## src/rtl/awg_param_ctrl.sv

```systemverilog
// rtl/awg_param_ctrl.sv - front-panel key handling and shared generator parameter registers
module awg_param_ctrl #(
  parameter logic [19:0] DEB_CYCLES    = 20'd500000,
  parameter logic [24:0] HOLD_CYCLES   = 25'd25000000,
  parameter logic [22:0] REPEAT_CYCLES = 23'd5000000,
  parameter logic [11:0] FREQ_RESET    = 12'd64,
  parameter logic [11:0] FREQ_STEP     = 12'd16,
  parameter logic [7:0]  PHASE_STEP    = 8'd16
) (
  input  logic        clk,
  input  logic        rst,
  input  logic [4:0]  key_n,
  output logic [11:0] state_freq,
  output logic [2:0]  state_amp,
  output logic [7:0]  state_phase,
  output logic        en_sqr,
  output logic        en_sin,
  output logic        en_tri,
  output logic        en_saw,
  output logic        param_upd
);

  typedef enum logic [1:0] {
    ST_IDLE   = 2'd0,
    ST_HOLD   = 2'd1,
    ST_REPEAT = 2'd2
  } key_state_e;

  // Keys 0 (freq up), 1 (freq down) and 3 (phase) auto-repeat; amp and wave do not.
  localparam logic [4:0]  REPEAT_KEYS = 5'b01011;
  localparam logic [19:0] DEB_LAST    = DEB_CYCLES - 20'd1;
  localparam logic [24:0] HOLD_LAST   = HOLD_CYCLES - 25'd1;
  localparam logic [24:0] REP_LAST    = {2'b00, REPEAT_CYCLES - 23'd1};

  // Synchroniser stores the inverted pin, so a cleared flop reads as "released".
  logic [4:0]  meta_q, meta_d;
  logic [4:0]  sync_q, sync_d;
  logic [4:0]  acc_q, acc_d;
  logic [19:0] deb_cnt_q [5];
  logic [19:0] deb_cnt_d [5];
  key_state_e  state_q [5];
  key_state_e  state_d [5];
  logic [24:0] tmr_q [5];
  logic [24:0] tmr_d [5];
  logic [4:0]  strobe_q, strobe_d;

  logic [11:0] freq_q, freq_d;
  logic [2:0]  amp_q, amp_d;
  logic [7:0]  phase_q, phase_d;
  logic [3:0]  en_q, en_d;       // {saw, tri, sqr, sin}
  logic        chg_q, chg_d;     // an output changed on the last edge
  logic        param_upd_q, param_upd_d;
  logic [12:0] freq_sum;

  // Two-stage synchroniser on the active-high pressed level.
  always_comb begin
    meta_d = ~key_n;
    sync_d = meta_q;
  end

  // Debounce: count while the synchronised level disagrees with the accepted one.
  always_comb begin
    acc_d = acc_q;
    for (int k = 0; k < 5; k++) begin
      deb_cnt_d[k] = 20'd0;
      if (sync_q[k] != acc_q[k]) begin
        if (deb_cnt_q[k] == DEB_LAST) begin
          acc_d[k] = sync_q[k];
        end else begin
          deb_cnt_d[k] = deb_cnt_q[k] + 20'd1;
        end
      end
    end
  end

  // Per-key IDLE/HOLD/REPEAT machine; one shared timer serves as hold and repeat counter.
  always_comb begin
    strobe_d = 5'b0;
    for (int k = 0; k < 5; k++) begin
      state_d[k] = state_q[k];
      tmr_d[k]   = tmr_q[k];
      case (state_q[k])
        ST_IDLE: begin
          if (acc_q[k]) begin
            state_d[k]  = ST_HOLD;
            tmr_d[k]    = 25'd0;
            strobe_d[k] = 1'b1;
          end
        end
        ST_HOLD: begin
          if (!acc_q[k]) begin
            state_d[k] = ST_IDLE;
          end else if (REPEAT_KEYS[k]) begin
            if (tmr_q[k] == HOLD_LAST) begin
              state_d[k]  = ST_REPEAT;
              tmr_d[k]    = 25'd0;
              strobe_d[k] = 1'b1;
            end else begin
              tmr_d[k] = tmr_q[k] + 25'd1;
            end
          end
        end
        ST_REPEAT: begin
          if (!acc_q[k]) begin
            state_d[k] = ST_IDLE;
          end else if (tmr_q[k] == REP_LAST) begin
            tmr_d[k]    = 25'd0;
            strobe_d[k] = 1'b1;
          end else begin
            tmr_d[k] = tmr_q[k] + 25'd1;
          end
        end
        default: begin
          state_d[k] = ST_IDLE;
          tmr_d[k]   = 25'd0;
        end
      endcase
    end
  end

  // Apply the highest-priority strobe; lower-priority strobes in the same cycle are dropped.
  always_comb begin
    freq_d   = freq_q;
    amp_d    = amp_q;
    phase_d  = phase_q;
    en_d     = en_q;
    freq_sum = {1'b0, freq_q} + {1'b0, FREQ_STEP};
    if (strobe_q[0]) begin
      freq_d = freq_sum[12] ? 12'd4095 : freq_sum[11:0];
    end else if (strobe_q[1]) begin
      freq_d = (freq_q > FREQ_STEP) ? (freq_q - FREQ_STEP) : 12'd1;
    end else if (strobe_q[2]) begin
      amp_d = (amp_q >= 3'd7) ? 3'd1 : (amp_q + 3'd1);
    end else if (strobe_q[3]) begin
      phase_d = phase_q + PHASE_STEP;
    end else if (strobe_q[4]) begin
      en_d = {en_q[2:0], en_q[3]};
    end
    chg_d = (freq_d != freq_q) || (amp_d != amp_q) ||
            (phase_d != phase_q) || (en_d != en_q);
    param_upd_d = chg_q;
  end

  // State registers with synchronous reset.
  always_ff @(posedge clk) begin
    if (rst) begin
      meta_q      <= 5'b0;
      sync_q      <= 5'b0;
      acc_q       <= 5'b0;
      strobe_q    <= 5'b0;
      for (int k = 0; k < 5; k++) begin
        deb_cnt_q[k] <= 20'd0;
        state_q[k]   <= ST_IDLE;
        tmr_q[k]     <= 25'd0;
      end
      freq_q      <= FREQ_RESET;
      amp_q       <= 3'd1;
      phase_q     <= 8'd0;
      en_q        <= 4'b0001;
      chg_q       <= 1'b0;
      param_upd_q <= 1'b0;
    end else begin
      meta_q      <= meta_d;
      sync_q      <= sync_d;
      acc_q       <= acc_d;
      strobe_q    <= strobe_d;
      for (int k = 0; k < 5; k++) begin
        deb_cnt_q[k] <= deb_cnt_d[k];
        state_q[k]   <= state_d[k];
        tmr_q[k]     <= tmr_d[k];
      end
      freq_q      <= freq_d;
      amp_q       <= amp_d;
      phase_q     <= phase_d;
      en_q        <= en_d;
      chg_q       <= chg_d;
      param_upd_q <= param_upd_d;
    end
  end

  assign state_freq  = freq_q;
  assign state_amp   = amp_q;
  assign state_phase = phase_q;
  assign en_sin      = en_q[0];
  assign en_sqr      = en_q[1];
  assign en_tri      = en_q[2];
  assign en_saw      = en_q[3];
  assign param_upd   = param_upd_q;

endmodule

```

## config.mk

```make
export PLATFORM = sky130hd
export DESIGN_NAME = awg_param_ctrl
export DESIGN_NICKNAME = d
export VERILOG_FILES = /design/src/rtl/awg_param_ctrl.sv
export SDC_FILE = /design/constraint.sdc
export NUM_CORES = 1
export LEC_CHECK = 0
export ABC_AREA = 1
export BUFFER_PORTS_ARGS = -buffer_cell sky130_fd_sc_hd__buf_2
export CORE_MARGIN = 4
export CORE_UTILIZATION = 45
export CTS_BUF_LIST = sky130_fd_sc_hd__clkbuf_16
export DETAILED_ROUTE_END_ITERATION = 12
export MAX_ROUTING_LAYER = met4
export PLACE_DENSITY_LB_ADDON = 0.08
export SETUP_SLACK_MARGIN = 0.5
export SLEW_MARGIN = 15
export SYNTH_ARGS = -nofsm -noshare
export SYNTH_HDL_FRONTEND = slang
export SYNTH_SLANG_ARGS = --single-unit
```

## constraint.sdc

```tcl
create_clock -name clk -period 2 [get_ports clk]
set_input_delay 0.6 -clock clk [delete_from_list [all_inputs] [get_ports clk]]
set_output_delay 0.6 -clock clk [all_outputs]
set_load 0.01 [all_outputs]
```

==> results_dict.tcl <==
set metrics [dict create \
    status "finished clean" \
    viasPerCell 5.27 \
    cp_common_cell "nand2_4" \
    hold_viol 0 \
    grt_remaining_overflow 0 \
    finalNonFillerCells 2298 \
    synth_top_area_frac 0.392 \
    final_period_minus_worst_setup_slack_ps 1850 \
    antenna_violations_before_repair 0 \
    detail-route-antenna-nets 0 \
    clock_insertion_delay_worst_skew_ps 540 \
    layout-drive-gt1-share 0.449 \
    area_of_all_placed_cells_without_fillers_sq_um 18000 \
    critPathMaxFanout 3 \
    final_net_count 1981 \
    regToRegSetupSlack_ps 150 \
    layout_common_cells "228 x nand2_1, 186 x inv_1, 174 x buf_4, 168 x nor2_1, 137 x dfxtp_1" \
    vdd.ir_drop.worst_mv 0.676 \
    detail_route.wirelength_mm 35.1 \
    holdPathStages 2 \
    worstPathArrival_ps 2280 \
    worstHoldPathType "in -> reg" \
    global_route.usage.total 0.228 \
    pwr_density_cell_nw_per_um2 535 \
    grt_pass1_wl_mm 54.2 \
    layout_commonest_cell "nand2_1" \
    critPathTopFamily "simple AND/OR/NAND/NOR gates" \
    worst_pin_slew_ps 569 \
    rsz0062_at_grt "yes" \
    chipWidth_um 169 \
    critical-path-max-stage-delay_ps 360 \
    nFillCells 1862 \
    area.sequential_sq_um 4770 \
    synth.cell_area_sq_um 11600 \
    max_cap_violations 0 \
    chipHeight_um 169 \
    cell_chosen_for_the_clock_root "clkbuf_16" \
    slew_headroom 0.621 \
    drt-initial-drc-count 681 \
    clock_sink_count 228 \
    i_o_pin_cnt 35 \
    clk_transition_reported_paths_ps 60 \
    slew_viol_final 0 \
    postSynthRegisterBits 228 \
    num_rows 58 \
    first_pass_iters 5 \
    core_ar_sq_um 25300 \
    cts_tree "yes" \
    dominantRegCellSynth "dfxtp_1" \
    timing.clock.skew_ps 14.5 \
    regToRegEndpoint "tmr_q[0][90]$_SDFFE_PP0P_" \
    placement.io_buffers 30 \
    synthArstFlopShare 0 \
    placed_cells_incl_taps 2031 \
    timing.setup.critical_path_class "reg -> reg" \
    yosys.area.top_type "dfxtp_1" \
    multi_input_area_sq_um 8410 \
    detail_route.wl_per_cell_um 15.3 \
    initial_util 0.459 \
    cts_made_buffers 27 \
    synth-warning-count 0 \
    detailroute.via_count 12100 \
    first_global_vias 11600 \
    rr_startpoint "tmr_q[0][76]$_SDFFE_PP0P_" \
    avgSynthCellArea_sq_um 7.00 \
    startpoint_type "register" \
    final.period_utilization 0.926 \
    endpoint_kind "register" \
    grt_max_degree 27 \
    count_of_different_cell_masters_after_synthesis 51 \
    synthCells 1662 \
    synth_area_leaders "dfxtp_1 39%, nand2_1 9.6%, nor2_1 8.0%" \
    antenna_cells_inserted 0 \
    cts_htree_levels 1 \
    reg2reg_depth 14 \
    ctsLongestPathBuffers 3 \
    postPlaceCellArea_sq_um 12600 \
    fin_total_pwr_w 0.00963 \
    setup_total_negative_slack_ps 0 \
    synth-seq-area-share 0.392 \
    layout-area-overhead-vs-synth_pct 54.8 \
    whs_endpoint "meta_q[2]$_SDFF_PP0_" \
    cpMaxStageDelayCell "dfxtp_2" \
    timing.fmax_ghz 0.540 \
    finalSetupViolations 0 \
    cp.required_ps 2420 \
    place.gp.congestion 0.921 \
    hold_start "key_n[2]" \
    cellLeakagePower_nw 7.01 \
    hold_buffers 0 \
    critical_path_buf_inv_count 2 \
    number_of_flops_mapped_to_enable_cells_by_yosys 0 \
    path_cells "ha_4, nand2_4, nor2_4, nand3_2, nor2_2, nand4_1, nand2_1, nand2_2, nand2_4, nand2_4, buf_4, buf_6, nand3_1, a21oi_2" \
    die_area_sq_um 28500 \
    drcViolationCount 0 \
    dp_hpwl_mm 19.8 \
]
layer usage:
metal,wire (um),share of wire,up-vias,global-route usage
li1,-,-,6008,-
met1,15100,0.43,5708,0.285
met2,17500,0.50,301,0.381
met3,1510,0.043,91,0.0313
met4,1070,0.030,0,0.0727
met5,0,0,-,-
cell families after synthesis:
| family | synth area share |
|---|---|
| buffers and inverters | 0.0931 |
| other | 0.000322 |
| adders and majority gates | 0.0280 |
| xor gates and xnor gates | 0.0437 |
| DFF | 0.392 |
| AOI/OAI and AO/OA | 0.0906 |
| and+or+nand+nor | 0.352 |
cell usage after synthesis (3+ instances only):
library cell,count
nand3_1,118
o21ai_1,6
xor2_1,43
nor3_1,73
or2_2,5
nand3b_1,3
nand2_2,6
nor2_1,248
o21bai_1,3
xnor2_1,15
buf_4,8
nand4_1,57
a21oi_1,87
nand2_4,3
nor3b_1,12
nor4_2,6
dfxtp_1,228
nor2_2,17
o21a_1,9
o21ai_0,65
nand2_1,297
clkbuf_1,12
buf_2,9
inv_1,232
nor4_1,19
inv_2,7
a31oi_1,3
ha_1,26
nor3_2,7
a211oi_1,5
o211ai_1,6
nand3_2,4
power breakdown:
group | total, W | switching [W] | internal, W | leakage, nW
Clock | 0.00475 | 0.00196 | 0.00279 | 0.446
Combinational | 0.000351 | 0.000196 | 0.000155 | 4.67
Sequential | 0.00453 | 0.0000145 | 0.00451 | 1.89
Total | 0.00963 | 0.00217 | 0.00746 | 7.01
registers in the layout, indices dropped and copies added (netlist names):
signal and count:
state_phase 4, param_upd 1, strobe_q 5, state_amp 3, sync_q 5, meta_q 5
en_q 4, state_freq 12, chg_q 1, state_q 8, tmr_q 75, acc_q 5
deb_cnt_q 100
final cells by class:
cell class	count	share of cell area
timing repair buffer	277	0.145
sequential	228	0.265
multi-input combinational	1172	0.467
clock inverter	21	0.00875
tap	330	0.0229
inverter	241	0.0528
clock buffer	28	0.0389
timing repair inverter	1	0.000417
worst reg2reg max path: stages (launching register included):
cell     delay (ps)
dfxtp_2         360
ha_4            160
nand2_4          50
nor2_4          120
nand3_2          90
nor2_2          120
nand4_1         120
nand2_1         120
nand2_2          80
nand2_4          80
nand2_4          60
buf_4           140
buf_6           110
nand3_1         100
a21oi_2          50
timing repair:
item                                    CTS  global route
cloned                                   14             2
pin swaps                               143           160
setup buffers                           147            55
endpoints found under the setup margin  218           223
resized for setup                       383           357
how the worst max path moves through the flow:
| stage | slack, ps | to | cells past startpoint | start |
|---|---|---|---|---|
| after floorplan | 310 | tmr_q[0][36]$_SDFFE_PP0P_ | 13 | tmr_q[0][25]$_SDFFE_PP0P_ |
| after global placement | 80 | deb_cnt_q[0][55]$_SDFF_PP0_ | 6 | rst |
| after detailed placement | 60 | deb_cnt_q[0][55]$_SDFF_PP0_ | 6 | rst |
| after CTS | 190 | tmr_q[0][77]$_SDFFE_PP0P_ | 14 | tmr_q[0][76]$_SDFFE_PP0P_ |
| after global routing | 60 | tmr_q[0][77]$_SDFFE_PP0P_ | 14 | tmr_q[0][76]$_SDFFE_PP0P_ |
| final | 150 | tmr_q[0][90]$_SDFFE_PP0P_ | 14 | tmr_q[0][76]$_SDFFE_PP0P_ |
metrics by stage:
stage          worst slack, ps  utilization  hold WS [ps]
3_5_place_dp              61.3        0.499           392
5_1_grt                   63.2        0.711           196
3_3_place_gp              79.1        0.499           389
6_report                   148        0.711           206
2_1_floorplan              305            -           376
4_1_cts                    190        0.641           187
(Power assumes the default switching activity.)
